==> src/rtl/div_defs.sv <==
// Shared definitions for the sequential restoring divider: FSM encodings and default widths.
package div_defs;

  typedef enum logic [1:0] {
    S_IDLE  = 2'd0,
    S_CALC  = 2'd1,
    S_FIXUP = 2'd2
  } state_t;

  localparam int DW_DEF = 8;
  localparam int VW_DEF = 4;

endpackage

==> src/rtl/div_step.sv <==
// One restoring-division step: shift in the next dividend bit, then trial-subtract the divisor.
module div_step #(
  parameter int VW = 4
) (
  input  logic [VW:0]   i_pr,
  input  logic          i_bit,
  input  logic [VW-1:0] i_dvs,
  output logic [VW:0]   o_pr,
  output logic          o_q
);

  logic [VW+1:0] w_shift;
  logic [VW+1:0] w_dvs;
  logic [VW+1:0] w_diff;

  assign w_shift = {i_pr, i_bit};
  assign w_dvs   = (VW+2)'(i_dvs);
  assign w_diff  = w_shift - w_dvs;

  // A non-negative trial difference is the same as shifted >= divisor.
  assign o_q  = (w_shift >= w_dvs);
  assign o_pr = (VW+1)'(o_q ? w_diff : w_shift);

endmodule

==> src/rtl/seq_booth_divider.sv <==
// Iterative radix-2 restoring divider with signed (truncating) and unsigned modes.
// state   | meaning
// S_IDLE  | waiting for start; results held
// S_CALC  | one quotient bit per cycle, MSB first, DW cycles
// S_FIXUP | apply signs, write results, pulse done
module seq_booth_divider
  import div_defs::*;
#(
  parameter int DW = DW_DEF,
  parameter int VW = VW_DEF
) (
  input  logic          clk,
  input  logic          rst_n,
  input  logic          start,
  input  logic          tc,
  input  logic [DW-1:0] dividend,
  input  logic [VW-1:0] divisor,
  output logic          busy,
  output logic          done,
  output logic [DW-1:0] quotient,
  output logic [VW-1:0] remainder,
  output logic          dbz,
  output logic          ovf
);

  localparam int CW = (DW > 1) ? $clog2(DW) : 1;

  state_t        r_state;
  state_t        w_next;
  logic          r_neg_q;
  logic          r_neg_r;
  logic          r_dbz_p;
  logic          r_ovf_p;
  logic [VW:0]   r_pr;
  logic [DW-1:0] r_dq;
  logic [VW-1:0] r_dvs;
  logic [CW-1:0] r_cnt;
  logic          r_done;
  logic [DW-1:0] r_quot;
  logic [VW-1:0] r_rem;
  logic          r_dbz;
  logic          r_ovf;

  logic          w_accept;
  logic          w_last;
  logic          w_a_neg;
  logic          w_b_neg;
  logic [DW-1:0] w_a_mag;
  logic [VW-1:0] w_b_mag;
  logic [VW:0]   w_pr_next;
  logic          w_qbit;
  logic [DW-1:0] w_q_fix;
  logic [VW-1:0] w_r_fix;
  logic [VW-1:0] w_r_mag;

  assign w_accept = (r_state == S_IDLE) && start;
  assign w_last   = (r_cnt == CW'(DW - 1));
  assign w_a_neg  = tc & dividend[DW-1];
  assign w_b_neg  = tc & divisor[VW-1];
  // Negating the most negative dividend yields 2^(DW-1), which is still a valid unsigned magnitude.
  assign w_a_mag  = w_a_neg ? (~dividend + DW'(1)) : dividend;
  assign w_b_mag  = w_b_neg ? (~divisor + VW'(1)) : divisor;

  div_step #(.VW(VW)) u_step (
    .i_pr  (r_pr),
    .i_bit (r_dq[DW-1]),
    .i_dvs (r_dvs),
    .o_pr  (w_pr_next),
    .o_q   (w_qbit)
  );

  always_comb begin
    w_next = r_state;
    case (r_state)
      S_IDLE:  if (start) w_next = S_CALC;
      S_CALC:  if (w_last) w_next = S_FIXUP;
      S_FIXUP: w_next = S_IDLE;
      default: w_next = S_IDLE;
    endcase
  end

  always_comb begin
    w_r_mag = VW'(r_pr);
    w_q_fix = r_neg_q ? (~r_dq + DW'(1)) : r_dq;
    w_r_fix = r_neg_r ? (~w_r_mag + VW'(1)) : w_r_mag;
    if (r_dbz_p) begin
      w_q_fix = '1;
      w_r_fix = '0;
    end else if (r_ovf_p) begin
      w_q_fix = {1'b1, {(DW-1){1'b0}}};
      w_r_fix = '0;
    end
  end

  always_ff @(posedge clk or negedge rst_n) begin
    if (!rst_n) begin
      r_state <= S_IDLE;
      r_neg_q <= 1'b0;
      r_neg_r <= 1'b0;
      r_dbz_p <= 1'b0;
      r_ovf_p <= 1'b0;
      r_pr    <= '0;
      r_dq    <= '0;
      r_dvs   <= '0;
      r_cnt   <= '0;
      r_done  <= 1'b0;
      r_quot  <= '0;
      r_rem   <= '0;
      r_dbz   <= 1'b0;
      r_ovf   <= 1'b0;
    end else begin
      r_state <= w_next;
      r_done  <= (r_state == S_FIXUP);
      if (w_accept) begin
        r_neg_q <= w_a_neg ^ w_b_neg;
        r_neg_r <= w_a_neg;
        r_dbz_p <= (divisor == '0);
        r_ovf_p <= tc && (dividend == {1'b1, {(DW-1){1'b0}}}) && (divisor == '1);
        r_pr    <= '0;
        r_dq    <= w_a_mag;
        r_dvs   <= w_b_mag;
        r_cnt   <= '0;
      end else if (r_state == S_CALC) begin
        r_pr  <= w_pr_next;
        r_dq  <= {r_dq[DW-2:0], w_qbit};
        r_cnt <= r_cnt + CW'(1);
      end else if (r_state == S_FIXUP) begin
        r_quot <= w_q_fix;
        r_rem  <= w_r_fix;
        r_dbz  <= r_dbz_p;
        r_ovf  <= r_ovf_p & ~r_dbz_p;
      end
    end
  end

  assign busy      = (r_state != S_IDLE);
  assign done      = r_done;
  assign quotient  = r_quot;
  assign remainder = r_rem;
  assign dbz       = r_dbz;
  assign ovf       = r_ovf;

endmodule

==> config.mk <==
export PLATFORM = sky130hd
export DESIGN_NAME = seq_booth_divider
export DESIGN_NICKNAME = d
export VERILOG_FILES = /design/src/rtl/div_defs.sv /design/src/rtl/div_step.sv /design/src/rtl/seq_booth_divider.sv
export SDC_FILE = /design/constraint.sdc
export NUM_CORES = 1
export LEC_CHECK = 0
export BUFFER_PORTS_ARGS = -buffer_cell sky130_fd_sc_hd__buf_2
export CORE_ASPECT_RATIO = 0.6
export CORE_MARGIN = 4
export CORE_UTILIZATION = 35
export CTS_CLUSTER_SIZE = 24
export DETAILED_ROUTE_END_ITERATION = 16
export PLACE_DENSITY = 0.53
export SYNTH_ARGS = -nofsm -noshare
export SYNTH_HDL_FRONTEND = slang
export SYNTH_SLANG_ARGS = --single-unit
==> constraint.sdc <==
create_clock -name clk -period 2.2 [get_ports clk]
set_input_delay 0.44 -clock clk [delete_from_list [all_inputs] [get_ports clk]]
set_output_delay 0.44 -clock clk [all_outputs]
set_load 0.01 [all_outputs]
### After elaboration in Yosys (flattened, before gate mapping)

Index checks and enable logic that the tools add are counted.

| word-level totals | value |
|---|---|
| register bits after elaboration | 41 |
| output and inout port bits | 16 |

| operators by class | value |
|---|---|
| add/subtract/negate cells | 6 |
| order comparisons | 1 |
| equality and inequality tests | 7 |
| mux-type cells | 18 |
| bitwise operators | 11 |
| reduce and logical (&&, ||, !) cells | 9 |

Operator list:

| kind | number |
|---|---|
| two-way mux 8 bit | 6 |
| adder 8 x 1 -> 8 bit (second input constant) | 2 |
| two-way mux 4 bit | 4 |
| inverter 8 bit | 2 |
| two-way mux 5 bit | 3 |
| adder 4 x 1 -> 4 bit (second input constant) | 2 |
| == test 8 bit (second input constant) | 1 |
| inverter 4 bit | 2 |
| >= comparator 6 x 4 -> 1 bit | 1 |
| two-way mux 3 bit | 2 |
| subtractor 5 x 4 -> 5 bit | 1 |
| == test 4 bit (second input constant) | 1 |
| logical NOT 4 bit | 1 |
| two-way mux 2 bit | 2 |
| != test 2 bit (second input constant) | 2 |
| case mux 2 bit (2 select lines) | 1 |
| nonzero test 2 bit | 2 |
| adder 3 x 1 -> 3 bit (second input constant) | 1 |
| AND 1 bit | 3 |
| == test 3 bit (second input constant) | 1 |
| logical AND 1 bit | 3 |
| inverter 1 bit | 3 |
| AND reduction 3 bit | 1 |
| == test 2 x 1 -> 1 bit (second input constant) | 1 |
| 4 further kinds | 4 |

### Longest topological paths before layout

| depth | value |
|---|---|
| depth in word-level cells | 5 |
| depth in mapped cells | 8 |
| mapped depth without buffers | 8 |

### By module

A second synthesis with hierarchy kept.

| second synthesis, totals | value |
|---|---|
| cells, all modules | 255 |
| area total of the unflattened synthesis | 2316.0 µm² |

Modules (own cells, without submodules):

| module | instances | cells each | area each (µm²) |
|---|---|---|---|
| seq_booth_divider | 1 | 226 | 2082.0 |
| div_step | 1 | 29 | 234.0 |

### Worst setup path before layout

Ideal clock, no wire load.

| path | value |
|---|---|
| path type | register to register |
| from | register r_dq[7] |
| to | register r_pr[1] |
| library setup time | 0.126 ns |
| data arrival time | 1.790 ns |
| data required time | 2.074 ns |
| slack | 0.283 ns |
| stages on the path, launching flop included | 9 |
| buffers on the path | 0 |
| period minus slack after synthesis | 1.917 ns |
| cells stage by stage | dfrtp_1 > inv_1 > ha_1 > inv_1 > fa_1 > nand3_1 > nand2_1 > or2_1 > a311o_1 |

| between the ends | value |
|---|---|
| longest elaborated chain between the ends | 4 |

Ends and longest elaborated chain:

| item | line | RTL |
|---|---|---|
| start: declaration | seq_booth_divider.sv:35 | `logic [DW-1:0] r_dq;` |
| start signal: assignment | seq_booth_divider.sv:120 | `r_dq <= w_a_mag;` |
| start signal: assignment | seq_booth_divider.sv:125 | `r_dq <= {r_dq[DW-2:0], w_qbit};` |
| subtractor 5 x 4 -> 5 bit / >= comparator 6 x 4 -> 1 bit (equally long branches) | div_step.sv:18, div_step.sv:21 |  |
| two-way mux 5 bit (*) | div_step.sv:22 | `assign o_pr = (VW+1)'(o_q ? w_diff : w_shift);` |
| two-way mux 5 bit (*) | seq_booth_divider.sv:123 | `end else if (r_state == S_CALC) begin` |
| two-way mux 5 bit (*) | seq_booth_divider.sv:114 | `if (w_accept) begin` |
| end signal: assignment | seq_booth_divider.sv:124 | `r_pr <= w_pr_next;` |
| end: declaration | seq_booth_divider.sv:34 | `logic [VW:0] r_pr;` |

Every way passes the cells marked *; elsewhere a longest branch is shown, timed or not. The select of a mux whose other input is x is not followed.
A chain may end at the register's enable or synchronous reset.

### Worst setup path in the final report

Ends and elaborated chain as after synthesis.

==> reports/results.txt <==
The flow ran to the end, and the final reports show no timing, DRC or antenna violations. Measured against its own limit, the worst slew margin works out to 59.1%. The largest driver fanout on the critical path is 8, and the sequential fraction of the synthesis area is 44.7%. The capturing element type of the critical path was a flop. For the count of distinct cell types in the synthesized netlist, the log shows 46. Registers take 1030 um2. Counting the fill cells in the layout gives 622.

At the pin with the least slew margin, the transition time is 0.609 ns. The logs give 0 for the final hold violation count and 278 for the post-synthesis net count. The clock slew seen by the registers of the worst setup and hold paths works out to 0.08 ns.

Across the run, the number of max-cap violations was 0. The logs give 1.30 nW for the total leakage power and 0 for the antenna diode count. Once routing completed, OpenROAD measured the worst setup slack at 0.141 ns. Relative to the synthesized area, the layout overhead comes to 17.3%. TritonCTS built the clock tree. For this configuration, the core starts out at a cell density of 36.8%.

For the worst-skew pair, the clock arrives at the later sink with an insertion delay of 0.29 ns. After synthesis the cells add up to 2300 um2. The number of global-route vias before repair came out at 1,759.

The worst min-delay path category is input pin to async pin. The worst setup path is launched from a flop. The logs give 3.23 mm for the routed metal-1 wire length and 86 for the initial DRC count. The worst hold margin was 0.194 ns. The highest metal layer carrying signal wires in the routed design is met4.

Number of enable flip-flop cells after synthesis: 0. Counting both buffers and inverters, the worst setup path holds a total of 2. After detailed placement, the total cell area comes to 2590 um2.

Yosys printed 0 warnings. Cells fill 43.1% of the core in the end. In this design, the critical path's most frequently occurring cell is sky130_fd_sc_hd__inv_1.

In this run the core area contains 22 standard-cell rows. The top-level I/O count was 32; the total die area was 7970 um2. The clock tree synthesis step divided the H-tree into 2 levels. The dominant delay contributor by cell family on the critical path is adder cells. The die boundary width came out at 113 um. For the final design area excluding fillers, the log shows 2700 um2.

The number of setup buffers added after CTS is 0. The share of cells above drive strength 1 is 19.9%, and the sum of routed wire length over all layers is 5.47 mm. The number of nets with antenna violations after routing is 0, and the data arrival time at the worst-slack endpoint is 2.23 ns. The logs give 318 for the final net count and 0 for the number of antenna violations at the first check in global routing.

The highest cell delay on the worst timing path came out at 0.41 ns. In this run the clock root is driven by a sky130_fd_sc_hd__clkbuf_8. On the critical path, the stage with the largest delay is an instance of sky130_fd_sc_hd__dfrtp_1. The total power consumption of the routed design is 3.66 mW, and the pin count of the biggest net entering global routing is 42. Walking the worst path, the cells encountered are inv_1 -> ha_1 -> inv_1 -> fa_1 -> nand3_1 -> nand2_2 -> or2_1 -> a311o_1. Summed over all failing endpoints, the final setup total negative slack is 0 ns. The worst path required time came out at 2.38 ns.

The logs give 250 for the number of instances in the synthesized netlist and 1,852 for the total via count in the routed design. For the number of iterations in the first detailed-routing pass, the log shows 4. Number of flip-flops and latches in the synthesized netlist: 41.

After the flow finishes, the layout carries non-filler instances totaling 375. In the routed layout, each cell is associated on average with a via count of 4.94. After detailed routing, the average wire length per cell comes to 14.6 um. The routed length on met2 came out at 1.86 mm. The clock net in this run drives a total of 41 sinks. In this run the vertical extent of the chip is 70.8 um.

For the maximum clock path buffer count, the log shows 2. In the finished design, the share of the clock period the worst path needs comes to 93.6%. Counting flops with an async set or reset pin after synthesis yields a share of 100%. The clock arrives with 0.00205 ns of skew.

In this run the power density over the cells is 1360 nW/um2. Prior to clock tree synthesis, the placed netlist has a worst setup slack of 0.105 ns. The multi-input combinational cells in the finished layout cover a total of 1160 um2.

Routability-driven placement finished with a final weighted congestion of 0.863. Buffers placed on the I/O ports in this run total 31. The logs give 5 for the total clock buffers created by CTS and 6250 um2 for the area inside the core boundary.

Setup repair after global routing left no endpoint under its margin. The wire length on met3 was 357 um. The run gives 0 as the number of slew-limit violations in the final report. In the synthesized netlist the dominant register cell turns out to be sky130_fd_sc_hd__dfrtp_1. The maximum ir drop on the vdd rail is 0.387 mV, and the number of setup violations in the final report is 0. The global route total overflow was 0; the timing-limited maximum frequency was 486 MHz.

The run gives 4.17 mm as the detailed placement HPWL. The global-route wire length before repair came out at 9.16 mm. The critical path is of the flop to flop type.

In this run, placement finished with an instance count of 367. The final critical path time including I/O delays and setup was 2.06 ns. The synthesized area per cell was 9.19 um2; the DRC violation count after routing was 0. The total global routing track utilization was 14.6%.
==> synthesized netlist by cell type, types with 2 or more instances <==
master,count,area share [%]
sky130_fd_sc_hd__a31oi_1,2,0.54
sky130_fd_sc_hd__a21oi_1,16,3.5
sky130_fd_sc_hd__a22oi_1,2,0.65
sky130_fd_sc_hd__nand2_1,41,6.7
sky130_fd_sc_hd__o41ai_1,2,0.76
sky130_fd_sc_hd__inv_1,19,3.1
sky130_fd_sc_hd__nand2b_1,5,1.4
sky130_fd_sc_hd__o21ai_0,26,5.7
sky130_fd_sc_hd__nor3_1,5,1.1
sky130_fd_sc_hd__dfrtp_1,41,45
sky130_fd_sc_hd__and2_1,2,0.54
sky130_fd_sc_hd__xor2_1,4,1.5
sky130_fd_sc_hd__mux2_2,3,1.5
sky130_fd_sc_hd__o311ai_0,2,0.76
sky130_fd_sc_hd__clkbuf_1,3,0.49
sky130_fd_sc_hd__nor2b_1,2,0.54
sky130_fd_sc_hd__nor2_1,11,1.8
sky130_fd_sc_hd__buf_2,3,0.65
sky130_fd_sc_hd__a22o_1,4,1.5
sky130_fd_sc_hd__nand3_1,5,1.1
sky130_fd_sc_hd__ha_1,11,6.0
sky130_fd_sc_hd__mux2i_1,3,1.3
sky130_fd_sc_hd__xnor2_1,11,4.2
sky130_fd_sc_hd__o31ai_1,3,0.98
sky130_fd_sc_hd__and3_1,3,0.82
==> report_power, final <==
group	internal (mW)	switching, mW
sequential	1.08	0.284
combinational	0.801	0.958
clock	0.284	0.259
==> layout by cell type, fill, tap and decap left out, types with 4 or more instances in the layout <==
cell type                  Yosys  routed
sky130_fd_sc_hd__a21oi_1      16      16
sky130_fd_sc_hd__a22o_1        4       4
sky130_fd_sc_hd__buf_2         3      31
sky130_fd_sc_hd__buf_4         0      10
sky130_fd_sc_hd__clkbuf_8      0       7
sky130_fd_sc_hd__dfrtp_1      41      41
sky130_fd_sc_hd__ha_1         11      11
sky130_fd_sc_hd__inv_1        19      19
sky130_fd_sc_hd__nand2_1      41      40
sky130_fd_sc_hd__nand2b_1      5       5
sky130_fd_sc_hd__nand3_1       5       5
sky130_fd_sc_hd__nor2_1       11      11
sky130_fd_sc_hd__nor3_1        5       5
sky130_fd_sc_hd__o21ai_0      26      26
sky130_fd_sc_hd__xnor2_1      11      11
sky130_fd_sc_hd__xor2_1        4       4
==> metal layers <==
layer / GRT usage [%] / up-vias
met5: 0 / -
met4: 3.60 / 0
met3: 3.93 / 5
met2: 17.1 / 41
met1: 24.7 / 855
li1: - / 951
==> cell families (layout without fill, tap and decap cells) <==
kind of cell / Yosys count / count (layout) / synth area share, %
xor gates and xnor gates: 15 / 15 / 5.72
buffers and inverters: 27 / 68 / 4.90
AOI/OAI and AO/OA: 68 / 68 / 18.7
muxes: 6 / 6 / 2.78
adders and majority gates: 12 / 12 / 6.86
and+or+nand+nor: 81 / 81 / 16.4
DFF: 41 / 41 / 44.7
==> worst register-to-register path, delay by kind of cell (launching register included) <==
family	cells	cell delay [ns]
compound gates	1	0.36
fa+ha+maj	2	0.55
buf+inv	2	0.14
flops	1	0.41
simple gates	3	0.48
==> registers in the layout (all words and copies together), names as in the netlist <==
register,flops
r_dvs,4
r_dbz_p,1
dbz,1
remainder,4
ovf,1
r_cnt,3
r_neg_r,1
r_state,2
r_ovf_p,1
done,1
r_neg_q,1
r_dq,8
quotient,8
r_pr,5
==> worst paths after layout <==
check                           start  cells past startpoint  slack [ns]           end
setup reg to reg              r_dq[7]                      8        0.14       r_pr[1]
hold / removal                  rst_n                      2        0.19  remainder[3]
setup / recovery              r_dq[7]                      8        0.14       r_pr[1]
hold reg to reg                   ovf                      2        0.48           ovf
min in group clk           divisor[2]                      2        0.39       r_dbz_p
max in group asynchronous       rst_n                      2        1.63    r_state[1]
==> cell type report <==
cell class	instances	share of cell area, %
multi-input cells	182	43.1
flip-flops and latches	41	38.1
repair buffers	41	8.54
well taps	84	3.90
clock buffers	7	3.57
inverters	19	2.65
clock inverters	1	0.186
==> what timing repair did <==
item | 4_1_cts | 5_1_grt
resized for setup | 0 | 2
endpoints found under the setup margin | 0 | 2
hold buffers | 0 | 0
Power figures use the tool's default switching activity.
